--- src/rtl/flash_read_pkg.sv ---
// flash_read_pkg: shared types, widths and byte-lane masking for the flash read controller
package flash_read_pkg;
  localparam int FLASH_ADDR_W = 23;
  localparam int FLASH_DATA_W = 32;
  localparam logic [5:0] FLASH_BURST = 6'd1;
  localparam int FLASH_TIMEOUT = 255;
  typedef enum logic [2:0] {IDLE, ISSUE, WAIT_DATA, DONE, REARM} state_t;
  function automatic logic [FLASH_DATA_W-1:0] byte_mask(input logic [FLASH_DATA_W-1:0] d, input logic [3:0] be);
    logic [FLASH_DATA_W-1:0] m;
    for (int i = 0; i < 4; i++) m[8*i +: 8] = be[i] ? d[8*i +: 8] : 8'h00;
    return m;
  endfunction
endpackage

--- src/rtl/flash_timeout_counter.sv ---
// flash_timeout_counter: saturating cycle counter that flags when LIMIT is reached
module flash_timeout_counter #(
  parameter int LIMIT = 255,
  parameter int W = $clog2(LIMIT + 1)
) (
  input  logic clk,
  input  logic reset,
  input  logic clear,
  input  logic enable,
  output logic expired
);
  logic [W-1:0] count;
  always_ff @(posedge clk)
    if (reset || clear) count <= '0;
    else if (enable && count != '1) count <= count + W'(1);
  assign expired = count == W'(LIMIT);
endmodule

--- src/rtl/flash_read_ctrl.sv ---
// flash_read_ctrl: turns a held start_flash/read request into one Avalon-MM pipelined flash read
module flash_read_ctrl
  import flash_read_pkg::*;
#(
  parameter int ADDR_W = FLASH_ADDR_W,
  parameter int DATA_W = FLASH_DATA_W,
  parameter int TIMEOUT_CYCLES = FLASH_TIMEOUT
) (
  input  logic              clk,
  input  logic              reset,
  input  logic              start_flash,
  input  logic              read,
  input  logic [ADDR_W-1:0] mem_addr,
  input  logic [3:0]        byteenable,
  output logic              end_flash_read,
  output logic [DATA_W-1:0] audiodata,
  output logic              busy,
  output logic              timeout_err,
  output logic              flash_mem_read,
  output logic [ADDR_W-1:0] flash_mem_address,
  output logic [3:0]        flash_mem_byteenable,
  output logic [5:0]        flash_mem_burstcount,
  input  logic              flash_mem_waitrequest,
  input  logic [DATA_W-1:0] flash_mem_readdata,
  input  logic              flash_mem_readdatavalid
);
  state_t state;
  logic expired;
  assign flash_mem_burstcount = FLASH_BURST;
  flash_timeout_counter #(.LIMIT(TIMEOUT_CYCLES)) u_tmo (
    .clk(clk),
    .reset(reset),
    .clear(state == IDLE),
    .enable(state == ISSUE || state == WAIT_DATA),
    .expired(expired)
  );
  // Timeout wins over a same-cycle accept or data beat; audiodata is left alone on timeout
  always_ff @(posedge clk)
    if (reset) begin
      state <= IDLE;
      end_flash_read <= 1'b0;
      flash_mem_read <= 1'b0;
      busy <= 1'b0;
      timeout_err <= 1'b0;
      audiodata <= '0;
      flash_mem_address <= '0;
      flash_mem_byteenable <= '0;
    end else begin
      end_flash_read <= 1'b0;
      case (state)
        IDLE: if (start_flash && read) begin
          flash_mem_address <= mem_addr;
          flash_mem_byteenable <= byteenable;
          timeout_err <= 1'b0;
          flash_mem_read <= 1'b1;
          busy <= 1'b1;
          state <= ISSUE;
        end
        ISSUE: if (expired) begin
          timeout_err <= 1'b1;
          flash_mem_read <= 1'b0;
          end_flash_read <= 1'b1;
          state <= DONE;
        end else if (!flash_mem_waitrequest) begin
          flash_mem_read <= 1'b0;
          state <= WAIT_DATA;
        end
        WAIT_DATA: if (expired) begin
          timeout_err <= 1'b1;
          end_flash_read <= 1'b1;
          state <= DONE;
        end else if (flash_mem_readdatavalid) begin
          audiodata <= byte_mask(flash_mem_readdata, flash_mem_byteenable);
          end_flash_read <= 1'b1;
          state <= DONE;
        end
        DONE: state <= REARM;
        REARM: if (!start_flash) begin
          busy <= 1'b0;
          state <= IDLE;
        end
        default: state <= IDLE;
      endcase
    end
endmodule

--- config.mk ---
export PLATFORM = sky130hd
export DESIGN_NAME = flash_read_ctrl
export DESIGN_NICKNAME = d
export VERILOG_FILES = /design/src/rtl/flash_read_pkg.sv /design/src/rtl/flash_timeout_counter.sv /design/src/rtl/flash_read_ctrl.sv
export SDC_FILE = /design/constraint.sdc
export NUM_CORES = 1
export LEC_CHECK = 0
export ABC_AREA = 1
export BUFFER_PORTS_ARGS = -buffer_cell sky130_fd_sc_hd__buf_4
export CORE_ASPECT_RATIO = 0.5
export CORE_UTILIZATION = 43
export DETAILED_ROUTE_END_ITERATION = 8
export PLACE_DENSITY = 0.76
export REMOVE_ABC_BUFFERS = 1
export SLEW_MARGIN = 20
export SYNTH_ARGS = -nofsm -noshare
export SYNTH_HDL_FRONTEND = slang
export SYNTH_HIERARCHICAL = 1
export SYNTH_SLANG_ARGS = --single-unit
export TNS_END_PERCENT = 10
--- constraint.sdc ---
create_clock -name clk -period 1.6 [get_ports clk]
set_clock_uncertainty 0.1 [all_clocks]
set_input_delay 0.16 -clock clk [delete_from_list [all_inputs] [get_ports clk]]
set_output_delay 0.16 -clock clk [all_outputs]
set_load 0.02 [all_outputs]
---- After elaboration in Yosys (flattened, before gate mapping) ----
Index checks and enable logic that the tools add are counted.
cells by class
  add/subtract/negate cells ............... 1
  equality and inequality tests ........... 11
  multiplexer cells ....................... 24
  bitwise gates (word level) .............. 1
  reductions and logical operators ........ 15
operator list
  operator             number
  $mux 8               4
  $mux 3               6
  $pmux 3 s5           1
  $reduce_and 3->1     4
  $mux 1               9
  $add 8x1->8 const B  1
  $eq 8x8->1 const B   1
  $ne 8x8->1 const B   1
  $pmux 1 s2           4
  $eq 3x2->1 const B   2
  $ne 3x3->1 const B   2
  $reduce_bool 2->1    3
  $ne 2x2->1 const B   2
  $reduce_and 4->1     1
  $eq 3x1->1 const B   1
  $eq 3x3->1 const B   1
  $logic_not 3->1      1
  $logic_and 1x1->1    2
  $logic_or 1x1->1     2
  $ne 2x1->1 const B   1
  $reduce_and 2->1     1
  $reduce_or 2->1      1
  $not 1->1            1
storage, ports and cells
  flip-flop bits (word level) ............. 74
  input bits .............................. 65
  output and inout bits ................... 69
  logic and storage cells ................. 61

---- Longest topological paths before layout ----
  depth after elaboration ................. 4
  depth in mapped cells ................... 14

---- By module ----
Netlist, hierarchy kept.
modules (own cells, without submodules)
  module                 instances  cells each  area an instance (sq um)
  flash_read_ctrl        1          333         2725.1
  flash_timeout_counter  1          72          456.7

---- Least setup slack after synthesis ----
OpenSTA, ideal clock, no wires.
  path kind ............................... register to register
  from .................................... reg u_tmo.count[0]
  to ...................................... reg audiodata[13]
  arrival time ............................ 1.579 ns
  required time ........................... 1.430 ns
  path slack .............................. -0.149 ns
  cell stages (with the launch flop) ...... 11
  path buffers ............................ 3
  period minus slack after synthesis ...... 1.749 ns
  path through ............................ dfxtp_1 > ha_1 > nand2_1 > nor2_1 > nand2_1 > buf_6 > inv_1 > buf_2 > clkbuf_1 > o21ai_0 > a21oi_1
between the ends
  cells in the longest elaborated chain, start to end .. 3
ends and longest elaborated chain
  element                            line                         text
  from (decl)                        flash_timeout_counter.sv:12  logic [W-1:0] count;
  from (signal assigned)             flash_timeout_counter.sv:15  else if (enable && count != '1) count <= count + W'(1);
  $eq 8x8->1                         flash_timeout_counter.sv:16  assign expired = count == W'(LIMIT);
  net expired                        flash_read_ctrl.sv:28        logic expired;
  $not 1->1 (no source line)         --
  $reduce_and 3->1 (no source line)  --
  to (signal assigned)               flash_read_ctrl.sv:73        audiodata <= byte_mask(flash_mem_readdata, flash_mem_byteenable);
  to (decl)                          flash_read_ctrl.sv:16        output logic [DATA_W-1:0] audiodata,
The timed path passes the listed nets, and every way through them passes these cells.
A chain may end at the register's enable or synchronous reset.

---- Worst setup path after layout ----
  from .................................... reg u_tmo.count[0]
  to ...................................... reg audiodata[21]
Same word-level chain as after synthesis.

==> impl_results.md <==
* Worst slew pin tran at just over 500 ps
* Top post-synthesis cells by area: dfxtp_1 (47%), a21oi_1 (11%), nand2_1 (6.6%)
* Delay-heaviest family, CP: simple AND/OR/NAND/NOR gates
* Post-route insts no fill at 653
* PwrDens at between 1000 and 1500 nW/µm²
* Yosys reg bits at 74
* Max-slew headroom at between 60% and 70%
* RSZ-0062 raised after global routing: yes
* Max clock buf depth at 2
* Worst R2R Path Depth at 9
* FF-to-FF setup slack at -20 ps
* Post-DP HPWL at just over 6000 µm
* RD Place Congestion at between 0.8 and 0.9
* Startpoint Class: flop
* CP most frequent cell: nand2_2
* Total GRT Usage at roughly a quarter
* CP startpoint: u_tmo/count[0]
* H-tree levels at 3
* Final setup vio count at 5
* Fmax at between 600 and 700 MHz
* Rows at 21
* I/O Buffers at around 130
* Synth cell count leaders: dfxtp_1 (74), a21oi_1 (71), nand2_1 (56), nand3_1 (42), o21ai_0 (36)
* Crit path buf inv count at 2
* Initial antenna violation count at 0
* Maximum number of pins on one net before global-route repair at 52
* Placed cell area at roughly 4300 µm²
* 1st-iter DRT viols at between 200 and 300
* Crit path max fanout at 7
* Synth top area share at approximately 47%
* Post-DRT Antenna Nets at 0
* Cell taking the most area after synthesis: dfxtp_1
* Avg Cell Area, Syn at between 7 and 8 µm²
* Initial core utilization at between 40% and 50%
* TritonCTS buffer count at 9
* Yosys warning count at 6
* Crit path DAT at roughly 1800 ps
* Worst flop-to-flop path endpoint: audiodata[21]
* Total power at a little over 6 mW
* Vias in the first global route at about 3,200
* Total die area at about 7800 µm²
* Slew Limit Fails at 0
* Share of cells above drive strength 1 at between 30% and 40%
* Global-route wire length before repair at 15,100 µm
* Worst path max stage delay at around 330 ps
* Final worst setup slack at -17.0 ps
* Core area at between 6000 and 7000 µm²
* CP Data Required Time at around 1800 ps
* Via count at 3,518
* Min-delay src: flash_mem_readdata[18]
* Area Growth Syn to Fin at 56.4%
* Leak at 2.07 nW
* Register area share after synthesis at between 40% and 50%
* Cell count after synthesis at ~410
* Final Core Density at between 70 and 80%
* Failing checks: negative setup slack
* Commonest register cell after synthesis: dfxtp_1
* Worst-Skew Late Latency at around 330 ps
* Crit path time final at ~1600 ps
* Period utilisation layout at 101%
* Hold endpoint: audiodata[18]
* Final net count at between 600 and 700
* Final setup TNS at -31.0 ps
* # DRC at 0
* Die X at between 100 and 150 µm
* WHS at around 1.1 ps
* Fin area at 4980 µm²
* Async SR Flop Fraction at 0%
* CTS tree: yes
* Slowest cell on crit path: dfxtp_2
* Drt wl/cell at about 16 µm
* Post-Syn Area at approximately 3200 µm²
* Post-synth cell types at 28
* Global route overflow at 0
* VDD IR-drop max at 0.763 mV
* Number of synthesized flops with an enable pin at 0
* Worst path cell trace: ha_4, nand2_2, nor2_2, nand2_2, inv_4, nor2_4, clkbuf_16, nand3_2, a21oi_2
* Vias/cell at roughly 5.4
* Min-delay worst type: input pin to flop
* Top-level port count at between 100 and 150
* Root buf cell: clkbuf_16
* Ant diodes at 0
* Hold path cells at 3
* Post-Place Setup Slack at -118 ps
* Top-count cell post-synth: dfxtp_1
* Final wirelength at between 10,000 and 15,000 µm
* Final hold vios at 0
* Worst reg2reg path startpoint: u_tmo/count[0]
* Status: finished with violations
* Clock sink total at 74
* Worst setup EP type: flop
* Max cap viols at 0
* CTS clock-pin slew for the worst setup and hold paths at about 60 ps
* Critical path type: flop to flop
* Die H at roughly 63 µm
* DRT Pass-1 Iters at 4
* Placed Instances at between 600 and 700
routing by layer:
metal	GRT usage, %	routed length, µm	vias to the layer above
met5	0	0	-
met4	7.83	279	0
met3	7.03	659	35
met2	42.3	5020	131
met1	29.7	4170	1659
li1	-	-	1693
cells by family (layout without fill, tap and decap cells):
logic type	count (synthesis)	in the layout	share of synthesized area (%)
AOI/OAI and AO/OA	108	108	17.1
adders and majority gates	1	1	0.393
buffers and inverters	58	210	10.9
DFF	74	74	46.6
other	2	6	0.236
and+or+nand+nor	162	162	24.9
sequential cells by signal (all words and copies together) (netlist names):
register	count
end_flash_read	1
flash_mem_read	1
flash_mem_byteenable	4
busy	1
audiodata	32
state	3
u_tmo/count	8
timeout_err	1
flash_mem_address	23
how the worst max path moves through the flow:
stage,endpoint,cells after the start,slack (ps)
final,audiodata[21],9,-20
after global routing,audiodata[21],9,-110
after CTS,audiodata[2],9,-10
after detailed placement,audiodata[0],8,-120
after global placement,audiodata[0],8,-30
after floorplan,flash_mem_address[0],4,-1010
worst reg2reg max path, cell delays in order, from the launching register on:
cell       delay, ps
dfxtp_2          330
ha_4             160
nand2_2           60
nor2_2            40
nand2_2           80
inv_4             70
nor2_4           240
clkbuf_16        230
nand3_2           90
a21oi_2          160
placed cells by master, fill, tap and decap left out:
master and instances:
buf_4 152, dfxtp_1 69, a21oi_1 60, nand2_1 53, o21ai_0 36, nand3_1 34, nand4_1 30, nor2_1 21
dlygate4sd3_1 18, inv_1 13, a21oi_2 11, clkbuf_16 11, nand3_2 7, conb_1 6, buf_12 5, nand2_2 4
dfxtp_2 4, nor2_2 3, inv_2 2, nor2_4 2, nand3_4 2, clkinv_2 2, bufinv_16 2, nor3_1 2
nor3_4 1, a22oi_1 1, nand4_4 1, clkbuf_1 1, clkbuf_8 1, clkinvlp_4 1, buf_6 1, dfxtp_4 1
inv_4 1, nand3b_2 1, nand3b_1 1, ha_4 1
timing repair:
item / CTS / global route
buffers inserted: 0 / 0
hold buffers: 15 / 3
cloned: 0 / 3
endpoints found under the setup margin: 32 / 40
pin swaps: 0 / 11
gates resized for setup: 4 / 37
endpoints found under the hold margin: 15 / 3
cell type report:
type | instances | area [µm²]
inverters | 16 | 62.6
fillers | 532 | 1930
clock inverters | 5 | 77.6
well taps | 92 | 115
flip-flops and latches | 74 | 1490
clock buffers | 11 | 243
repair buffers | 178 | 1480
multi-input cells | 277 | 1510
power by group:
group / leakage [nW] / switching [mW] / internal, mW
sequential: 0.602 / 0.141 / 1.99
clock: 0.156 / 0.762 / 1.40
combinational: 1.31 / 1.05 / 0.803
total: 2.07 / 1.96 / 4.19
No activity file was read; power rests on OpenSTA's default activity.
